## config.mk

```make
export PLATFORM = sky130hd
export DESIGN_NAME = crop_video_config_rx
export DESIGN_NICKNAME = d
export VERILOG_FILES = /design/src/rtl/crop_video_config_rx_pkg.sv /design/src/rtl/crop_video_cfg_validator.sv /design/src/rtl/crop_video_config_rx.sv
export SDC_FILE = /design/constraint.sdc
export NUM_CORES = 1
export LEC_CHECK = 0
export CAP_MARGIN = 30
export CORE_AREA = 2 2 134 136
export CTS_CLUSTER_DIAMETER = 50
export DETAILED_ROUTE_END_ITERATION = 10
export DIE_AREA = 0 0 136 138
export HOLD_SLACK_MARGIN = 0.08
export PLACE_DENSITY = 0.78
export REMOVE_ABC_BUFFERS = 1
export SLEW_MARGIN = 20
export SYNTH_ARGS = -nofsm -noshare
export SYNTH_HDL_FRONTEND = slang
export SYNTH_HIERARCHICAL = 1
export SYNTH_SLANG_ARGS = --single-unit
```

## constraint.sdc

```tcl
create_clock -name clk -period 3.9 [get_ports clk]
set_clock_uncertainty 0.15 [all_clocks]
set_input_delay 0.39 -clock clk [delete_from_list [all_inputs] [get_ports clk]]
set_output_delay 0.39 -clock clk [all_outputs]
set_load 0.005 [all_outputs]
```

## src/rtl/crop_video_config_rx_pkg.sv

```systemverilog
// Shared types and helpers for the crop_video_config bus receiver.
package crop_video_config_rx_pkg;

  // Field width of the crop bus; the receiver's DW parameter must match this.
  localparam int unsigned CROP_DW = 16;

  typedef enum logic [1:0] {IDLE, SETTLE, PENDING, ERROR} state_t;

  typedef struct packed {
    logic [CROP_DW-1:0] x;
    logic [CROP_DW-1:0] y;
    logic [CROP_DW-1:0] w;
    logic [CROP_DW-1:0] h;
  } crop_cfg_t;

  // Sums are one bit wider than the fields so x+w cannot wrap past the frame limit.
  function automatic logic cfg_is_legal(crop_cfg_t c, int unsigned frame_w,
                                        int unsigned frame_h);
    logic [CROP_DW:0] sum_x;
    logic [CROP_DW:0] sum_y;
    sum_x = {1'b0, c.x} + {1'b0, c.w};
    sum_y = {1'b0, c.y} + {1'b0, c.h};
    return (c.w != '0) && (c.h != '0) && (32'(sum_x) <= frame_w) && (32'(sum_y) <= frame_h);
  endfunction

  function automatic logic cfg_is_null(crop_cfg_t c);
    return c == '0;
  endfunction

endpackage

```

## src/rtl/crop_video_cfg_validator.sv

```systemverilog
// Combinational legality / null check of a sampled crop rectangle.
module crop_video_cfg_validator
  import crop_video_config_rx_pkg::*;
#(
  parameter int unsigned FRAME_W = 1920,
  parameter int unsigned FRAME_H = 1080
) (
  input  crop_cfg_t cfg,
  output logic      legal,
  output logic      is_null
);

  // Pure decode of the sampled set; the FSM decides what to do with it.
  always_comb begin
    legal   = cfg_is_legal(cfg, FRAME_W, FRAME_H);
    is_null = cfg_is_null(cfg);
  end

endmodule

```

## src/rtl/crop_video_config_rx.sv

```systemverilog
// Receiver for the level-driven crop_video_config bus: debounces the bus, validates the
// rectangle, stages it and commits it to the active window only at start-of-frame.
module crop_video_config_rx
  import crop_video_config_rx_pkg::*;
#(
  parameter int unsigned DW            = CROP_DW,
  parameter int unsigned FRAME_W       = 1920,
  parameter int unsigned FRAME_H       = 1080,
  parameter int unsigned STABLE_CYCLES = 4
) (
  input  logic          clk,
  input  logic          rst,
  input  logic [DW-1:0] crop_x,
  input  logic [DW-1:0] crop_y,
  input  logic [DW-1:0] crop_width,
  input  logic [DW-1:0] crop_height,
  input  logic          sof,
  output logic [DW-1:0] active_x,
  output logic [DW-1:0] active_y,
  output logic [DW-1:0] active_w,
  output logic [DW-1:0] active_h,
  output logic          active_valid,
  output logic          cfg_pending,
  output logic          cfg_commit,
  output logic          cfg_error
);

  localparam int unsigned CW = $clog2(STABLE_CYCLES + 1);

  crop_cfg_t     bus;
  crop_cfg_t     q;
  crop_cfg_t     pend;
  crop_cfg_t     active;
  logic [CW-1:0] cnt;
  state_t        state;
  logic          changed;
  logic          settled;
  logic          legal;
  logic          is_null;

  // Present the bus as one struct so a change in any field is a single compare.
  always_comb begin
    bus     = '{x: crop_x, y: crop_y, w: crop_width, h: crop_height};
    changed = (bus != q);
    settled = !changed && (cnt == CW'(STABLE_CYCLES));
  end

  assign active_x = active.x;
  assign active_y = active.y;
  assign active_w = active.w;
  assign active_h = active.h;

  crop_video_cfg_validator #(
    .FRAME_W (FRAME_W),
    .FRAME_H (FRAME_H)
  ) u_validator (
    .cfg     (q),
    .legal   (legal),
    .is_null (is_null)
  );

  // Sample register and saturating stability counter; any change restarts the count.
  always_ff @(posedge clk) begin
    if (!rst) begin
      q   <= '0;
      cnt <= '0;
    end else if (changed) begin
      q   <= bus;
      cnt <= '0;
    end else if (cnt != CW'(STABLE_CYCLES)) begin
      cnt <= cnt + 1'b1;
    end
  end

  // Control FSM with registered status outputs, staged set and active window.
  always_ff @(posedge clk) begin
    if (!rst) begin
      state        <= SETTLE;
      pend         <= '0;
      active       <= '0;
      active_valid <= 1'b0;
      cfg_pending  <= 1'b0;
      cfg_commit   <= 1'b0;
      cfg_error    <= 1'b0;
    end else begin
      cfg_commit <= 1'b0;
      if (state == PENDING && sof) begin
        // Commit wins over a simultaneous bus change; the new value is already in q.
        active       <= pend;
        active_valid <= 1'b1;
        cfg_commit   <= 1'b1;
        cfg_pending  <= 1'b0;
        state        <= changed ? SETTLE : IDLE;
      end else if (changed) begin
        cfg_pending <= 1'b0;
        state       <= SETTLE;
      end else if (state == SETTLE && settled) begin
        if (is_null) begin
          state <= IDLE;
        end else if (legal) begin
          pend        <= q;
          cfg_pending <= 1'b1;
          cfg_error   <= 1'b0;
          state       <= PENDING;
        end else begin
          cfg_error <= 1'b1;
          state     <= ERROR;
        end
      end
    end
  end

endmodule

```

=== Word-level counts from Yosys, hierarchy flattened ===
Index checks and enable logic that the tools add are counted.

* Flip-flop bits (word level): 201
* Input port bits: 67
* Word-level logic and storage cells: 56
* Output and inout port bits: 68

* Equal/unequal tests: 5
* Magnitude comparators: 2
* Mux-type cells: 8
* $add $sub $neg: 3
* Reduce and logical (&&, ||, !) cells: 16
* Bitwise operators: 4

{| class="wikitable"
|+ Operator list
! kind !! number
|-
| 64-bit logical NOT || 1
|-
| 64-bit inequality test || 1
|-
| 16-bit by 16-bit adder with 17-bit output || 2
|-
| 17-bit by 11-bit less-or-equal comparator with 1-bit output (second input constant) || 2
|-
| 16-bit nonzero test || 2
|-
| 2-bit 2-to-1 mux || 4
|-
| 1-bit logical AND || 6
|-
| 5-bit AND reduction || 1
|-
| 1-bit 2-to-1 mux || 4
|-
| 1-bit NOT || 4
|-
| 4-bit AND reduction || 1
|-
| 3-bit by 1-bit adder with 3-bit output (second input constant) || 1
|-
| 3-bit == test (second input constant) || 1
|-
| 3-bit inequality test (second input constant) || 1
|-
| 3-bit AND reduction || 1
|-
| 3-bit nonzero test || 1
|-
| 3-bit OR reduction || 1
|-
| 2-bit by 1-bit == test with 1-bit output (second input constant) || 1
|-
| 2-bit == test (second input constant) || 1
|-
| 2-bit OR reduction || 1
|-
| 1-bit logical NOT || 1
|}

=== Logic depth before layout (Yosys ltp) ===
* Depth in word-level cells: 9
* Gate-level depth with buffers: 14
* Gate-level depth less buffers: 13

=== By module ===
The synthesis kept the hierarchy.

{| class="wikitable"
|+ By module, submodules not included
! module !! sequential area each (um^2) !! instances !! area an instance (um^2) !! cells each
|-
| crop_video_config_rx || 4023.9 || 1 || 7531.0 || 817
|-
| crop_video_cfg_validator || 0.0 || 1 || 1860.5 || 252
|}

=== Least setup slack after synthesis ===
No wires, ideal clock.

* Path type: register to register
* From: register q[16] (netlist name)
* To: register pend[0] (netlist name)
* Clock period less this slack: 3582 ps
* Path slack: 318 ps
* Data required time: 3678 ps
* Arrival: 3361 ps
* Library setup time: 72 ps
* Buffers on the path: 2
* Cell stages (with the launch flop): 15
* Cells stage by stage: dfxtp_1 > ha_1 > fa_1 > a21o_1 > a221o_2 > o31ai_2 > o211ai_1 > xnor2_1 > nand4_1 > a2111oi_1 > o311a_1 > and3_1 > buf_6 > buf_12 > mux2i_1

* Word-level cells in the longest chain between the ends: 5
* Elaborated cells on any way between the ends: 14
* Those cells by class: add/sub: 1; order compare: 1; eq/ne: 1; bitwise: 2; reduce/logical: 9

{| class="wikitable"
|+ RTL lines
! item !! RTL line !! source
|-
| start, declared || crop_video_config_rx.sv:31 || <nowiki>crop_cfg_t q;</nowiki>
|-
| start signal, assigned || crop_video_config_rx.sv:68 || <nowiki>q <= bus;</nowiki>
|-
| 16-bit by 16-bit adder with 17-bit output / 16-bit nonzero test (equally long branches) || crop_video_config_rx_pkg.sv:21, crop_video_config_rx_pkg.sv:23 ||
|-
| 17-bit by 11-bit less-or-equal comparator with 1-bit output / 1-bit logical AND (equally long branches) || crop_video_config_rx_pkg.sv:23 || <nowiki>return (c.w != '0) && (c.h != '0) && (32'(sum_x) <= frame_w) && (32'(sum_y) <= frame_h);</nowiki>
|-
| 1-bit logical AND * (2 in a row) || crop_video_config_rx_pkg.sv:23 ||
|-
| net legal || crop_video_config_rx.sv:38 || <nowiki>logic legal;</nowiki>
|-
| 5-bit AND reduction (no line) * || - ||
|-
| end signal, assigned || crop_video_config_rx.sv:101 || <nowiki>pend <= q;</nowiki>
|-
| end, declared || crop_video_config_rx.sv:32 || <nowiki>crop_cfg_t pend;</nowiki>
|}

Mark *: on every way through the listed nets, which the timed path passes. The rest lies on a longest branch.
A chain may end at the register's enable or synchronous reset.

=== Final worst setup path ===
* From: register q[49] (netlist name)
* To: register pend[11] (netlist name)

* Word-level cells in the longest chain between the ends: 5
* Elaborated cells on any way between the ends: 12
* Those cells by class: add/sub: 1; order compare: 1; eq/ne: 1; bitwise: 2; reduce/logical: 7

{| class="wikitable"
|+ RTL lines
! item !! RTL line !! source
|-
| 16-bit by 16-bit adder with 17-bit output || crop_video_config_rx_pkg.sv:21 || <nowiki>sum_x = {1'b0, c.x} + {1'b0, c.w};</nowiki>
|-
| 17-bit by 11-bit less-or-equal comparator with 1-bit output || crop_video_config_rx_pkg.sv:23 ||
|-
| 1-bit logical AND (2 in a row) || crop_video_config_rx_pkg.sv:23 ||
|-
| net legal || crop_video_config_rx.sv:38 ||
|-
| 5-bit AND reduction (no line) || - ||
|}

The timed path passes the listed nets, and every way through them passes these cells.

==> reports/metrics.yaml <==
ys_seq_elements: 201
synth_cells: 1069
clock_path_buffers: 3
critPathMaxFanout: 8
cts_inserted_buffers: 22
end_kind: "flip-flop"
hold_path.class: "reg -> reg"
finalSetupViolations: 0
register_area_um2: 4020
die_y_um: 138
min_period_over_period_pct: 95.2
drt-total-wl_um: 25900
synthTopCellsByArea: "dfxtp_1, nand2_1, mux2i_1, xor2_1, ha_1"
rows: 49
setup_tns_ns: 0
finalHoldViolations: 0
fin_nets: 1311
synthFlopType: "dfxtp_1"
port_buffers: 134
die-area_um2: 18800
setup.worst_path.start_class: "flip-flop"
cp_data_required_time_ns: 4.17
syn_to_final_growth_pct: 26.3
grt.total_usage_pct: 26.2
arrival_ns: 3.98
fillerInstances: 1452
yosys.area.top_type: "dfxtp_1"
drv_slew: 0
worst_pin_slew_ns: 0.788
grt_pass1_vias: 7468
synth_cell_types: 71
synth_edf_count: 0
period_minus_slack_ns: 3.71
rsz0062_at_grt: "false"
reg2reg_slack_ns: 0.19
avgSynthCellArea_um2: 8.79
max_freq_mhz: 269
diodes: 0
drive_above_1_share_pct: 8.03
tritoncts: "built"
num_io_pins: 135
layout_commonest_cell: "nand2_1"
async_flop_share_pct: 0
clk_pin_slew_ns: 0.06
gp_congestion: 0.921
core_um2: 17500
clkLatencyLatePin_ns: 0.51
p_per_area_nw_per_um2: 397
vias: 8077
antenna_found_initial: 0
multi_input_area_um2: 5040
drc_errors: 0
dr.first_iter.drc_count: 677
gr-total-overflow: 0
ant_nets: 0
h-tree-depth: 1
critPathKind: "reg -> reg"
seq_area_frac_synth_pct: 42.8
yosysWarnings: 6
grt_pass1_wl_um: 39400
leakage_nw: 4.48
initial_core_util_pct: 53.6
relSlewSlack_pct: 47.0
firstDrtPassIters: 6
fin_hold_ws_ns: 0.300
peakVddDrop_uv: 314
final_cell_mix: "nand2_1, dfxtp_1, clkdlybuf4s50_1, a21oi_1, xor2_1"
clkSinkCount: 201
status: "finished clean"
grt_max_degree: 112
drv_cap: 0
avgRoutedWirePerCell_um: 17.9
die_w_um: 136
syn_area_um2: 9390
yosysTopAreaCellShare_pct: 42.8
post-dp-hpwl_um: 18500
via_per_inst: 5.57
cts.root.buffer_cell: "clkbuf_16"
==> cell type report <==
class	count	share of cell area (%)
sequential	201	33.9
tap	229	2.42
clock inverter	12	1.17
clock buffer	25	4.91
timing repair buffer	172	14.8
inverter	9	0.285
multi-input combinational	802	42.5
==> worst max-delay path, stage by stage (launching register included) <==
cell and delay, ns:
dfxtp_1 0.49, ha_1 0.30, a21o_1 0.21, and4_4 0.23, o21ai_4 0.17, a21oi_2 0.11
or4_1 0.52, a21o_1 0.18, a2111oi_2 0.28, o311a_1 0.25, and3_4 0.22, buf_12 0.14
clkbuf_16 0.17, mux2i_1 0.19
==> flip-flops by register name (all words and copies together) (netlist names), 2 cells and up <==
register,flops
active_x,16
cnt,3
state,2
pend,64
active_w,16
active_h,16
q,64
active_y,16
==> per-layer routing <==
metal / GRT usage [%] / vias to the layer above / share of wire (%)
met1: 38.1 / 3811 / 46
li1: - / 3952 / -
met5: 0 / - / 0
met4: 8.55 / 0 / 3.3
met2: 40.5 / 264 / 45
met3: 2.75 / 50 / 5.4
==> synth_stat cells, drive strengths merged (4+ instances only) <==
library cell / n
o21ai: 18
nor3: 13
mux2i: 66
and2: 66
and3: 4
nand2: 278
nand4: 13
xor2: 70
a211oi: 4
nor2: 20
inv: 9
nor4: 35
a31oi: 5
o31ai: 4
xnor2: 4
clkbuf: 47
a21oi: 85
a21o: 10
buf: 10
dfxtp: 201
nand3: 10
ha: 34
==> through the flow <==
step                util [%]  instance area, µm²  instances  power [mW]  setup WS, ns
floorplan                  -                9070       1012        2.43         -1.54
global placement        62.5               11000       1405        2.66         0.187
detailed placement      62.5               11000       1405        2.66        0.0269
CTS                     66.6               11700       1443        4.71        0.0136
global route            67.6               11900       1450        4.84        0.0321
finish                  67.6               11900       1450        4.71         0.189
==> kinds of logic after synthesis <==
family          synth area share, %
xor+xnor                       6.90
flops                          42.8
mux                            7.03
simple gates                   23.4
buf+inv                        3.80
fa+ha+maj                      4.96
compound gates                 11.0
==> power by group <==
group	switching (mW)	leakage (nW)	total, mW	internal, mW
Clock	0.855	0.355	2.07	1.21
Combinational	0.269	2.49	0.493	0.224
Sequential	0.0545	1.64	2.14	2.09
==> path summary, 6_finish.rpt <==
| check | start | to | cells past startpoint |
|---|---|---|---|
| min | pend[47] | active_y[15] | 2 |
| min reg2reg | pend[47] | active_y[15] | 2 |
| max | q[49] | pend[11] | 13 |
| max reg2reg | q[49] | pend[11] | 13 |
==> repair_timing <==
item | in CTS | in global routing
gates resized for setup | 0 | 7
hold buffers | 1 | 0
setup buffers | 0 | 2
setup endpoints to repair | 0 | 65
hold endpoints to repair | 1 | 0
(Power assumes the default switching activity.)
